**src/rtl/instr_encode.sv**
```systemverilog
// RV32I instruction encoder feeding a 2-entry {instr, addr} output FIFO.
// Optional immediate range checking is enabled by defining INSTR_ENCODE_RANGE_CHECK_EN.
module instr_encode #(
    parameter logic [31:0] BASE_ADDR   = 32'h0000_0000,
    parameter int          DEPTH_WORDS = 1024
) (
    input  logic        clk,
    input  logic        rst,
    input  logic        in_valid,
    output logic        in_ready,
    input  logic [5:0]  op_sel,
    input  logic [4:0]  rd,
    input  logic [4:0]  rs1,
    input  logic [4:0]  rs2,
    input  logic [31:0] imm,
    output logic        out_valid,
    input  logic        out_ready,
    output logic [31:0] out_instr,
    output logic [31:0] out_addr,
    output logic        err_illegal,
    output logic        err_range,
    output logic [15:0] count
);

    localparam int IDX_W = (DEPTH_WORDS > 1) ? $clog2(DEPTH_WORDS) : 1;

    typedef enum logic [3:0] {
        C_R, C_I, C_SH, C_B, C_J, C_JALR, C_U, C_S, C_L, C_CSR, C_FENCE, C_FIXED, C_ILL
    } cls_t;

    cls_t        w_cls;
    logic [2:0]  w_f3;
    logic        w_alt;
    logic [6:0]  w_opc;
    logic [31:0] w_fixed;
    logic [31:0] w_word;
    logic        w_illegal;
    logic        w_range_bad;
    logic        w_push;
    logic        w_pop;
    logic [31:0] w_new_addr;

    logic [1:0]        r_occ;
    logic [31:0]       r_slot0_instr, r_slot0_addr;
    logic [31:0]       r_slot1_instr, r_slot1_addr;
    logic [IDX_W-1:0]  r_idx;
    logic [15:0]       r_count;
    logic              r_err_illegal;

    // Decode op_sel into format class, funct3, alternate-funct7 flag and major opcode.
    always_comb begin
        w_cls   = C_ILL;
        w_f3    = 3'd0;
        w_alt   = 1'b0;
        w_opc   = 7'b0010011;
        w_fixed = 32'h0000_0013;
        case (op_sel)
            6'd0:  begin w_cls = C_R;  w_opc = 7'b0110011; w_f3 = 3'd0; end
            6'd1:  begin w_cls = C_R;  w_opc = 7'b0110011; w_f3 = 3'd0; w_alt = 1'b1; end
            6'd2:  begin w_cls = C_R;  w_opc = 7'b0110011; w_f3 = 3'd1; end
            6'd3:  begin w_cls = C_R;  w_opc = 7'b0110011; w_f3 = 3'd2; end
            6'd4:  begin w_cls = C_R;  w_opc = 7'b0110011; w_f3 = 3'd3; end
            6'd5:  begin w_cls = C_R;  w_opc = 7'b0110011; w_f3 = 3'd4; end
            6'd6:  begin w_cls = C_R;  w_opc = 7'b0110011; w_f3 = 3'd6; end
            6'd7:  begin w_cls = C_R;  w_opc = 7'b0110011; w_f3 = 3'd7; end
            6'd8:  begin w_cls = C_R;  w_opc = 7'b0110011; w_f3 = 3'd5; end
            6'd9:  begin w_cls = C_R;  w_opc = 7'b0110011; w_f3 = 3'd5; w_alt = 1'b1; end
            6'd10: begin w_cls = C_I;  w_f3 = 3'd0; end
            6'd11: begin w_cls = C_I;  w_f3 = 3'd2; end
            6'd12: begin w_cls = C_I;  w_f3 = 3'd3; end
            6'd13: begin w_cls = C_I;  w_f3 = 3'd4; end
            6'd14: begin w_cls = C_I;  w_f3 = 3'd6; end
            6'd15: begin w_cls = C_I;  w_f3 = 3'd7; end
            6'd16: begin w_cls = C_SH; w_f3 = 3'd1; end
            6'd17: begin w_cls = C_SH; w_f3 = 3'd5; end
            6'd18: begin w_cls = C_SH; w_f3 = 3'd5; w_alt = 1'b1; end
            6'd19: begin w_cls = C_B;  w_opc = 7'b1100011; w_f3 = 3'd0; end
            6'd20: begin w_cls = C_B;  w_opc = 7'b1100011; w_f3 = 3'd1; end
            6'd21: begin w_cls = C_B;  w_opc = 7'b1100011; w_f3 = 3'd4; end
            6'd22: begin w_cls = C_B;  w_opc = 7'b1100011; w_f3 = 3'd5; end
            6'd23: begin w_cls = C_B;  w_opc = 7'b1100011; w_f3 = 3'd6; end
            6'd24: begin w_cls = C_B;  w_opc = 7'b1100011; w_f3 = 3'd7; end
            6'd25: begin w_cls = C_J;    w_opc = 7'b1101111; end
            6'd26: begin w_cls = C_JALR; w_opc = 7'b1100111; end
            6'd27: begin w_cls = C_U;    w_opc = 7'b0110111; end
            6'd28: begin w_cls = C_U;    w_opc = 7'b0010111; end
            6'd29: begin w_cls = C_S;  w_opc = 7'b0100011; w_f3 = 3'd0; end
            6'd30: begin w_cls = C_S;  w_opc = 7'b0100011; w_f3 = 3'd1; end
            6'd31: begin w_cls = C_S;  w_opc = 7'b0100011; w_f3 = 3'd2; end
            6'd32: begin w_cls = C_L;  w_opc = 7'b0000011; w_f3 = 3'd0; end
            6'd33: begin w_cls = C_L;  w_opc = 7'b0000011; w_f3 = 3'd1; end
            6'd34: begin w_cls = C_L;  w_opc = 7'b0000011; w_f3 = 3'd2; end
            6'd35: begin w_cls = C_L;  w_opc = 7'b0000011; w_f3 = 3'd4; end
            6'd36: begin w_cls = C_L;  w_opc = 7'b0000011; w_f3 = 3'd5; end
            6'd37: begin w_cls = C_FIXED; w_fixed = 32'h0000_0073; end
            6'd38: begin w_cls = C_FIXED; w_fixed = 32'h0010_0073; end
            6'd39: begin w_cls = C_CSR; w_opc = 7'b1110011; w_f3 = 3'd1; end
            6'd40: begin w_cls = C_CSR; w_opc = 7'b1110011; w_f3 = 3'd2; end
            6'd41: begin w_cls = C_CSR; w_opc = 7'b1110011; w_f3 = 3'd3; end
            6'd42: begin w_cls = C_CSR; w_opc = 7'b1110011; w_f3 = 3'd5; end
            6'd43: begin w_cls = C_CSR; w_opc = 7'b1110011; w_f3 = 3'd6; end
            6'd44: begin w_cls = C_CSR; w_opc = 7'b1110011; w_f3 = 3'd7; end
            6'd45: begin w_cls = C_FENCE; w_opc = 7'b0001111; end
            6'd46: begin w_cls = C_FIXED; w_fixed = 32'h0000_100F; end
            default: begin w_cls = C_ILL; end
        endcase
    end

    // Assemble the 32-bit word from the decoded class; out-of-range fields are simply truncated.
    always_comb begin
        w_word    = 32'h0000_0013;
        w_illegal = 1'b0;
        case (w_cls)
            C_R:     w_word = {1'b0, w_alt, 5'b0, rs2, rs1, w_f3, rd, w_opc};
            C_I, C_L, C_JALR, C_CSR:
                     w_word = {imm[11:0], rs1, w_f3, rd, w_opc};
            C_SH:    w_word = {1'b0, w_alt, 5'b0, imm[4:0], rs1, w_f3, rd, w_opc};
            C_B:     w_word = {imm[12], imm[10:5], rs2, rs1, w_f3, imm[4:1], imm[11], w_opc};
            C_J:     w_word = {imm[20], imm[10:1], imm[11], imm[19:12], rd, w_opc};
            C_U:     w_word = {imm[31:12], rd, w_opc};
            C_S:     w_word = {imm[11:5], rs2, rs1, w_f3, imm[4:0], w_opc};
            C_FENCE: w_word = {4'b0, imm[7:0], 5'b0, 3'b0, 5'b0, w_opc};
            C_FIXED: w_word = w_fixed;
            default: begin
                w_word    = 32'h0000_0013;
                w_illegal = 1'b1;
            end
        endcase
    end

`ifdef INSTR_ENCODE_RANGE_CHECK_EN
    logic r_err_range;
    always_comb begin
        w_range_bad = 1'b0;
        case (w_cls)
            C_I, C_L, C_JALR, C_S: w_range_bad = !((&imm[31:11]) || !(|imm[31:11]));
            C_B:     w_range_bad = !((&imm[31:12]) || !(|imm[31:12])) || imm[0];
            C_J:     w_range_bad = !((&imm[31:20]) || !(|imm[31:20])) || imm[0];
            C_U:     w_range_bad = |imm[11:0];
            C_SH:    w_range_bad = |imm[31:5];
            C_FENCE: w_range_bad = |imm[31:8];
            default: w_range_bad = 1'b0;
        endcase
    end

    always_ff @(posedge clk) begin
        if (rst) begin
            r_err_range <= 1'b0;
        end else if (w_push && w_range_bad) begin
            r_err_range <= 1'b1;
        end
    end
    assign err_range = r_err_range;
`else
    assign w_range_bad = 1'b0;
    assign err_range   = w_range_bad;
`endif

    assign in_ready   = !rst && (r_occ != 2'd2);
    assign out_valid  = (r_occ != 2'd0);
    assign w_push     = in_valid && in_ready;
    assign w_pop      = out_valid && out_ready;
    assign w_new_addr = BASE_ADDR + (32'(r_idx) << 2);

    // Shift-register FIFO: slot0 is always the head, so the outputs come straight from flops.
    always_ff @(posedge clk) begin
        if (rst) begin
            r_occ         <= 2'd0;
            r_slot0_instr <= 32'h0;
            r_slot0_addr  <= 32'h0;
            r_slot1_instr <= 32'h0;
            r_slot1_addr  <= 32'h0;
            r_idx         <= '0;
            r_count       <= 16'h0;
            r_err_illegal <= 1'b0;
        end else begin
            case ({w_push, w_pop})
                2'b10: begin
                    if (r_occ == 2'd0) begin
                        r_slot0_instr <= w_word;
                        r_slot0_addr  <= w_new_addr;
                    end else begin
                        r_slot1_instr <= w_word;
                        r_slot1_addr  <= w_new_addr;
                    end
                    r_occ <= r_occ + 2'd1;
                end
                2'b01: begin
                    r_slot0_instr <= r_slot1_instr;
                    r_slot0_addr  <= r_slot1_addr;
                    r_occ         <= r_occ - 2'd1;
                end
                2'b11: begin
                    r_slot0_instr <= w_word;
                    r_slot0_addr  <= w_new_addr;
                end
                default: ;
            endcase
            if (w_push) begin
                r_idx <= r_idx + 1'b1;
                if (r_count != 16'hFFFF) begin
                    r_count <= r_count + 16'd1;
                end
                if (w_illegal) begin
                    r_err_illegal <= 1'b1;
                end
            end
        end
    end

    assign out_instr   = r_slot0_instr;
    assign out_addr    = r_slot0_addr;
    assign count       = r_count;
    assign err_illegal = r_err_illegal;

endmodule

```
**config.mk**
```make
export PLATFORM = sky130hd
export DESIGN_NAME = instr_encode
export DESIGN_NICKNAME = d
export VERILOG_FILES = /design/src/rtl/instr_encode.sv
export SDC_FILE = /design/constraint.sdc
export NUM_CORES = 1
export LEC_CHECK = 0
export CORE_MARGIN = 5
export CORE_UTILIZATION = 40
export CTS_CLUSTER_SIZE = 40
export DETAILED_ROUTE_END_ITERATION = 8
export PLACE_DENSITY = 0.67
export SLEW_MARGIN = 20
export SYNTH_ARGS = -nofsm -noshare
export SYNTH_HDL_FRONTEND = slang
export SYNTH_SLANG_ARGS = --single-unit
export TNS_END_PERCENT = 100
```
**constraint.sdc**
```tcl
create_clock -name clk -period 3.15 [get_ports clk]
set_input_delay 0.315 -clock clk [delete_from_list [all_inputs] [get_ports clk]]
set_output_delay 0.315 -clock clk [all_outputs]
set_load 0.01 [all_outputs]
```
# ---- Yosys cells after proc, flatten, opt, wreduce, memory -nomap -nowiden
# Index checks and enable logic that the tools add are counted.
dict set report classes {
  addsub 4
  n_mul 0
  div 0
  magnitude_cmp 0
  eq_ne 63
  shifts 0
  n_mux 11
  bitwise_logic 2
  reduce_logical 33
}
# operator count
set ops {}
lappend ops {{32-bit one-hot mux with 9 select lines} 1}
lappend ops {{32-bit one-hot mux with 3 select lines} 2}
lappend ops {{6-bit by 5-bit == test with 1-bit output (second input constant)} 16}
lappend ops {{6-bit == test (second input constant)} 15}
lappend ops {{7-bit one-hot mux with 10 select lines} 1}
lappend ops {{32-bit two-way mux} 2}
lappend ops {{21-bit one-hot mux with 3 select lines} 1}
lappend ops {{6-bit by 4-bit == test with 1-bit output (second input constant)} 8}
lappend ops {{4-bit one-hot mux with 12 select lines} 1}
lappend ops {{6-bit by 3-bit == test with 1-bit output (second input constant)} 4}
lappend ops {{6-bit OR reduction} 4}
lappend ops {{3-bit one-hot mux with 7 select lines} 1}
lappend ops {{16-bit by 1-bit adder with 16-bit output (second input constant)} 1}
lappend ops {{4-bit by 3-bit == test with 1-bit output (second input constant)} 4}
lappend ops {{4-bit == test (second input constant)} 4}
lappend ops {{16-bit inequality test (second input constant)} 1}
lappend ops {{4-bit OR reduction} 4}
lappend ops {{3-bit OR reduction} 5}
lappend ops {{6-bit by 2-bit == test with 1-bit output (second input constant)} 2}
lappend ops {{12-bit OR reduction} 1}
lappend ops {{10-bit by 1-bit adder with 10-bit output (second input constant)} 1}
lappend ops {{10-bit OR reduction} 1}
lappend ops {{5-bit OR reduction} 2}
lappend ops {{4-bit by 2-bit == test with 1-bit output (second input constant)} 2}
lappend ops {{20 further kinds} 29}
dict set report word_totals {
  reg_bits 135
  latch_bits 0
  ramBits 0
  rom_bits 0
  output_inout_bits 84
  memories 0
}

# ---- Depth between registers and ports, before layout
# Gate-level depths: netlist of the first run.
dict set report depth {
  depth_word 8
  mapped_depth 11
}

# ---- Least setup slack after synthesis of the first run
# OpenSTA, ideal clock, no wires.
dict set report synth_path {
  path_kind {register -> register}
  start {register r_occ[0]}
  end {register r_slot0_instr[28], in the netlist out_instr[28]}
  setup_ns 0.083
  arrival_time_ns 2.119
  slack_ns 0.948
  path_stages_with_launch 11
  n_path_buf 3
  synth_period_minus_slack_ns 2.202
  path_cell_list {dfxtp_1 nor2b_1 nor2_1 inv_1 ha_1 clkbuf_1 inv_1 clkbuf_1 clkbuf_1 nand3_1 o221ai_1}
}
dict set report synth_via {
  elab_chain_len 6
  elab_cells_between_ends 13
  cone_classes {eq/ne: 5; mux: 1; reduce/logical: 7}
}
# element line_no
set synth_lines {}
lappend synth_lines {{start, declared} 43} ;# logic [1:0] r_occ;
lappend synth_lines {{start signal, assigned} 186} ;# r_occ <= r_occ + 2'd1;
lappend synth_lines {{start signal, assigned} 191} ;# r_occ <= r_occ - 2'd1;
lappend synth_lines {{2-bit inequality test} 159} ;# assign in_ready = !rst && (r_occ != 2'd2);
lappend synth_lines {{1-bit logical AND} 159}
lappend synth_lines {{1-bit logical AND} 161} ;# assign w_push = in_valid && in_ready;
lappend synth_lines {{2-bit == test or 2-bit by 1-bit == test with 1-bit output (tied branches)} 177} ;# case ({w_push, w_pop})
lappend synth_lines {{2-bit inequality test (no source line) or 3-bit nonzero test (tied branches)} n/a}
lappend synth_lines {{2-bit AND reduction (no source line)} n/a}
lappend synth_lines {{end signal, assigned} 180} ;# r_slot0_instr <= w_word;
lappend synth_lines {{end signal, assigned} 189} ;# r_slot0_instr <= r_slot1_instr;
lappend synth_lines {{end signal, assigned} 194} ;# r_slot0_instr <= w_word;
lappend synth_lines {{end, declared} 44} ;# logic [31:0] r_slot0_instr, r_slot0_addr;
# Parallel ways exist; a longest one is shown, timed or not.
# A chain may end at the register's enable or synchronous reset.

# ---- Final worst setup path of the first run
dict set report layout_path {
  start {input op_sel[0]}
  end {register r_slot0_instr[20], in the netlist out_instr[20]}
}
dict set report layout_via {
  elab_chain_len 8
  elab_cells_between_ends 74
  cone_classes {eq/ne: 57; mux: 5; reduce/logical: 12}
}
# element line_no
set layout_lines {}
lappend layout_lines {{start, declared} 11} ;# input logic [5:0] op_sel,
lappend layout_lines {{6-bit by 4-bit == test with 1-bit output (tied with other cells)} 57} ;# case (op_sel)
lappend layout_lines {{10-bit OR reduction (no source line) (tied with other cells)} n/a}
lappend layout_lines {{4-bit one-hot mux with 12 select lines} 57}
lappend layout_lines {{4-bit by 1-bit == test with 1-bit output (tied with other cells)} 113} ;# case (w_cls)
lappend layout_lines {{4-bit OR reduction} n/a}
lappend layout_lines {{32-bit one-hot mux with 9 select lines (*)} 113}
lappend layout_lines {{32-bit two-way mux} 179} ;# if (r_occ == 2'd0) begin
lappend layout_lines {{32-bit one-hot mux with 3 select lines (*)} 177}
# Mark *: on every way between the ends. The rest lies on a longest branch, timed or not. The select of a mux whose other input is x is not followed.

==> results.cfg, run 1 <==
[status]
status = completed

[finish]
multi_input_area_um2 = 3300
stdcell_area_um2 = 7640
syn2layout_area_growth_pct = 28.8
fillers = 1368
final_nets = 908
final_common_cell = clkdlybuf4s50_1
num_antenna_cells = 0
mostFrequentLayoutCells = 116 x clkdlybuf4s50_1, 111 x dfxtp_1, 94 x nor2_1
layout-drive-gt1-share_pct = 8.45
final-seq-area_um2 = 2220
final_util_pct = 52.6
stdcell_count = 1036

[pwr]
p_leak_nw = 2.72
p_sw_mw = 1.55
p_clk_share_pct = 27.6
p_comb_share_pct = 34.0
seqPwrFrac_pct = 38.4
p_int_mw = 3.14
p_per_area_nw_per_um2 = 614
sw_frac_of_total_pct = 33.1
ir_worst_vdd_uv = 332

[global_route]
grt.total_usage_pct = 20.8
gr-total-overflow = 0
antenna_found_initial = 0
grt_max_degree = 78
grt_pass1_wl_um = 30100
grt_pass1_vias = 5706

[critical_path]
worst_path_largest_cell_delay_ns = 0.68
crit_fanout = 12
cp-end-kind = flop
path_common_cell = buf_4
required_ns = 3.35
critPathSlowestCell = clkdlybuf4s50_1
path_class = in -> reg
path_cells = clkdlybuf4s50_1 -> buf_4 -> nor2b_1 -> a22oi_1 -> nor2_1 -> buf_4 -> a221o_1 -> a211oi_1 -> buf_4 -> o22ai_1
startpoint_type = input port
crit_family = buffers and inverters
path_buf_inv = 4
reg2reg_slack_ns = 0.77
arrival_ns = 2.78

[yosys]
seq_area_frac_synth_pct = 37.4
ys_ff_latch = 111
synth_edf_count = 0
synth_ff_type = dfxtp_1
synthMuxAreaShare_pct = 2.19
async_reset_ff_share_pct = 0
synth_top_family_by_area = compound AO/OA/AOI/OAI gates
synth.cell_area_um2 = 5930
synth-xor-area-share_pct = 3.10
synth.distinct_cells = 67
synth_cells = 743
syn_avg_cell_area_um2 = 7.99
synth_compound_area_share_pct = 26.5
synthAdderAreaFrac_pct = 0.843
synthSimpleGateAreaFrac_pct = 21.0
yosys_warnings = 0

[sta]
fmax_mhz = 388
timing.hold.ws_ns = 0.457
relSlewSlack_pct = 46.1
rsz0062_at_grt = no
hold_violations = 0
fin_tns_setup_ns = 0
final_max_slew_viol_count = 0
post-route-period-util_pct = 81.9
setup_viol_count_final = 0
worst_pin_slew_ns = 0.808
finClkSkew_ns = 0.0110
period_needed_ns = 2.58

[floorplanning]
die_x_um = 132
start_util_pct = 40.8
die_h_um = 132
dieArea_um2 = 17400
rows = 44
ios = 141
core_um2 = 14500

[clock_tree]
clock-sinks = 111
clock_path_buffers = 2
cts_max_level = 3
numCtsBuffers = 9
clkTransAtPathRegs_ns = 0.08
post-cts-setup-buffers = 0
root_buffer = clkbuf_16
clkLatencyLatePin_ns = 0.36
ctsResizeCount = 0
cts_tree = done
cts-hold-fix-buffers = 0

[place]
gp_congestion = 0.906
dpl.hpwl_um = 13800
dp_cells = 1020
placed_cell_area_um2 = 7300
portBuffers = 117

[detailed_routing]
wire_per_inst_um = 18.0
wl_um = 18600
drc_errors = 0
drtPass1Iterations = 5
drt_iter0_drc = 539
vias_per_cell = 5.69
ant_nets = 0
vias = 5890

[run]
max_cap_violations = 0

[hold_path]
hp-class = reg -> reg
## kinds of logic (layout without fill, tap and decap cells)
kind of cell	count (synthesis)	count (layout)
mux	13	13
xor+xnor	21	21
buf+inv	100	187
compound gates	227	227
simple gates	266	266
other cells	1	23
fa+ha+maj	4	4
flops	111	111
## flip-flops by register name, summed over array words and instances (netlist names)
signal / cells
r_idx: 10
r_slot1_addr: 10
out_addr: 10
err_illegal: 1
r_slot1_instr: 31
out_instr: 31
r_occ: 2
count: 16
## power groups by stage
stage	logic [mW]	clock network (mW)	registers (mW)
2_1_floorplan	0.804	0	1.87
3_3_place_gp	1.57	0	1.82
3_5_place_dp	1.59	0	1.84
4_1_cts	1.60	1.32	1.81
5_1_grt	1.73	1.38	1.83
6_report	1.60	1.29	1.80
## layout make-up
| type | instances | share of cell area, % |
|---|---|---|
| inverter | 12 | 0.589 |
| clock inverter | 5 | 1.13 |
| tap | 184 | 3.01 |
| multi-input combinational | 554 | 43.1 |
| clock buffer | 11 | 3.31 |
| sequential | 111 | 29.1 |
| timing repair buffer | 159 | 19.7 |
## per-layer routing
metal / GRT usage [%] / up-vias / wire [um]
met2: 33.9 / 217 / 8720
met5: 0 / - / 0
met4: 6.51 / 0 / 411
met1: 27.8 / 2778 / 8410
met3: 4.31 / 25 / 1060
li1: - / 2870 / -
## metrics by stage
step	setup slack (ns)	power [mW]
CTS	0.585	4.72
floorplan	0.948	2.68
detailed placement	0.207	3.43
global placement	0.300	3.40
finish	0.569	4.69
global route	0.486	4.95
## synthesized netlist by cell type, types with 3 or more instances
master	n	area, um^2
a211oi_1	27	203
clkbuf_1	36	135
dfxtp_1	111	2220
or3_1	13	81.3
o21bai_1	5	37.5
a221o_1	3	30.0
a31o_1	3	26.3
mux2i_1	13	130
a221oi_1	4	35.0
a2111oi_0	6	52.6
and4_1	6	52.6
nand2b_1	10	62.6
a22o_1	5	43.8
xor2_1	14	123
nor2b_1	7	43.8
ha_1	4	50.1
a32oi_1	6	52.6
nand3_1	15	75.1
buf_2	17	85.1
nor2_1	94	353
o211ai_1	4	30.0
nand2_1	64	240
a31oi_1	13	81.3
nand4_1	10	62.6
xnor2_1	7	61.3
o21ai_1	6	30.0
and3_1	8	50.1
and2_1	5	31.3
a311oi_1	13	114
nor3_1	24	120
a21o_1	3	22.5
o221ai_1	3	26.3
a22oi_1	4	30.0
o21ai_0	37	185
buf_4	32	240
a21oi_1	51	255
inv_1	12	45.0
o22ai_1	6	37.5
a222oi_1	4	40.0
## worst register-to-register path, cell delays in order, from the launching register on
cell and delay, ns:
dfxtp_1 0.37, o21ai_1 0.33, inv_1 0.16, ha_1 0.22, inv_1 0.41, buf_4 0.24
nand3_1 0.25, o221ai_1 0.31
## final timing paths
| path | cells past startpoint | startpoint | end |
|---|---|---|---|
| max | 10 | op_sel[0] | out_instr[20]$_SDFFE_PP0P_ |
| min reg2reg | 2 | r_slot1_addr[11]$_SDFFE_PP0P_ | r_slot1_addr[11]$_SDFFE_PP0P_ |
| max reg2reg | 7 | r_occ[0]$_SDFFE_PP0P_ | out_instr[29]$_SDFFE_PP0P_ |
| min | 2 | r_slot1_addr[11]$_SDFFE_PP0P_ | r_slot1_addr[11]$_SDFFE_PP0P_ |
No activity file was read; power rests on OpenSTA's default activity.
==> run 2: changes to the inputs <==
==> constraint.sdc (replaced) <==
create_clock -name clk -period 2.6 [get_ports clk]
set_input_delay 0.26 -clock clk [delete_from_list [all_inputs] [get_ports clk]]
set_output_delay 0.26 -clock clk [all_outputs]
set_load 0.01 [all_outputs]
==> run 2 against run 1 <==
  * Setup slack got worse by 0.34 ns
  * Clock power up 12%
  * First-iteration DRC count decreased by 26%
  * Worst hold slack improved by 0.0035 ns
  * Flip-flop and latch count unchanged
  * Cell area rose by 3.2%
  * Highest routed layer unchanged
  * Via count grew 1.0%
  * Total power rose by 20%
  * Critical endpoint is now r_slot1_instr[20]$_SDFFE_PP0P_
==> results.cfg, run 2 (synthesis results as in run 1) <==
[sta]
fin_tns_setup_ns = 0
final_max_slew_viol_count = 0
finClkSkew_ns = 0.00761
post-route-period-util_pct = 91.0
period_needed_ns = 2.37
hold_violations = 0
setup_viol_count_final = 0
relSlewSlack_pct = 49.3
rsz0062_at_grt = no
fmax_mhz = 423
worst_pin_slew_ns = 0.754
timing.hold.ws_ns = 0.461

[finish]
num_antenna_cells = 0
syn2layout_area_growth_pct = 32.9
final-seq-area_um2 = 2220
layout-drive-gt1-share_pct = 11.5
fillers = 1347
final_nets = 938
multi_input_area_um2 = 3300
final_common_cell = clkdlybuf4s50_1
stdcell_area_um2 = 7890
final_util_pct = 54.3
stdcell_count = 1066
mostFrequentLayoutCells = 116 x clkdlybuf4s50_1, 111 x dfxtp_1, 94 x nor2_1

[critical_path]
r2r_start = r_occ[1]$_SDFFE_PP0P_
path_class = in -> reg
startpoint_type = input port
cp-end-kind = flop
crit_fanout = 12
crit_path_start = op_sel[2]
required_ns = 2.81
arrival_ns = 2.58

[global_route]
grt_pass1_vias = 5798
gr-total-overflow = 0
antenna_found_initial = 0
grt_pass1_wl_um = 32000
grt_max_degree = 63
grt.total_usage_pct = 22.2

[run]
max_cap_violations = 0

[place]
placed_cell_area_um2 = 7580
dp_cells = 1050
gp_congestion = 0.855
dpl.hpwl_um = 14700
portBuffers = 117

[clock_tree]
ctsResizeCount = 0
clkLatencyLatePin_ns = 0.36
clkTransAtPathRegs_ns = 0.08
numCtsBuffers = 9
cts_tree = done
cts-hold-fix-buffers = 0
clock-sinks = 111
root_buffer = clkbuf_16
post-cts-setup-buffers = 0
clock_path_buffers = 2
cts_max_level = 3

[floorplanning]
die_h_um = 132
ios = 141
die_x_um = 132
core_um2 = 14500
dieArea_um2 = 17400
start_util_pct = 40.8
rows = 44

[detailed_routing]
wire_per_inst_um = 18.5
vias = 5950
drt_iter0_drc = 400
drtPass1Iterations = 5
drc_errors = 0
vias_per_cell = 5.58
wl_um = 19700
ant_nets = 0

[hold_path]
hp-class = reg -> reg
min-delay-start = r_slot1_addr[8]$_SDFFE_PP0P_

[status]
status = completed

[pwr]
p_per_area_nw_per_um2 = 715
ir_worst_vdd_uv = 372
p_leak_nw = 2.86
-- run 2: changes by cell type in the layout (fill, tap and decap cells not counted), moves of 2 or more --
cell	delta
inv_6	-2
clkinvlp_4	+2
buf_4	+26
buf_12	+4
-- run 2: routing by layer --
layer | routed length, um | track usage, % | vias up
met4 | 291 | 5.37 | 0
li1 | - | - | 2921
met1 | 8880 | 29.4 | 2819
met2 | 9380 | 36.6 | 189
met5 | 0 | 0 | -
met3 | 1140 | 5.23 | 21
-- run 2: through the flow --
step | total power, mW | setup slack [ns]
2_1_floorplan | 3.24 | 0.398
3_3_place_gp | 4.22 | -0.130
3_5_place_dp | 4.24 | -0.114
4_1_cts | 5.68 | 0.266
5_1_grt | 5.97 | 0.145
6_report | 5.64 | 0.233
-- run 2: cell type report --
| type | instances | area share, % |
|---|---|---|
| clock inverter | 5 | 0.825 |
| clock buffer | 11 | 3.08 |
| inverter | 12 | 0.571 |
| timing repair buffer | 189 | 22.6 |
| tap | 184 | 2.92 |
| multi-input combinational | 554 | 41.8 |
| sequential | 111 | 28.2 |
-- run 2: final timing paths --
path,end,cells past startpoint,slack (ns)
min,r_slot1_addr[8]$_SDFFE_PP0P_,2,0.46
max,r_slot1_instr[20]$_SDFFE_PP0P_,8,0.23
min reg2reg,r_slot1_addr[8]$_SDFFE_PP0P_,2,0.46
max reg2reg,out_addr[5]$_SDFFE_PP0P_,8,0.35
-- run 2: where the power goes --
group          switching (mW)  leakage (nW)  internal [mW]  total [mW]
Combinational            1.06          1.81          0.952        2.02
Sequential              0.182         0.902           2.00        2.18
Clock                   0.658         0.144          0.785        1.44
Total                    1.90          2.86           3.74        5.64
-- run 2: critical path, cell delays in order --
cell and delay (ns):
clkdlybuf4s50_1 0.62, buf_4 0.31, a22oi_1 0.20, nor2_1 0.06, buf_4 0.18, a221o_1 0.31, a211oi_1 0.48, a211oi_1 0.15
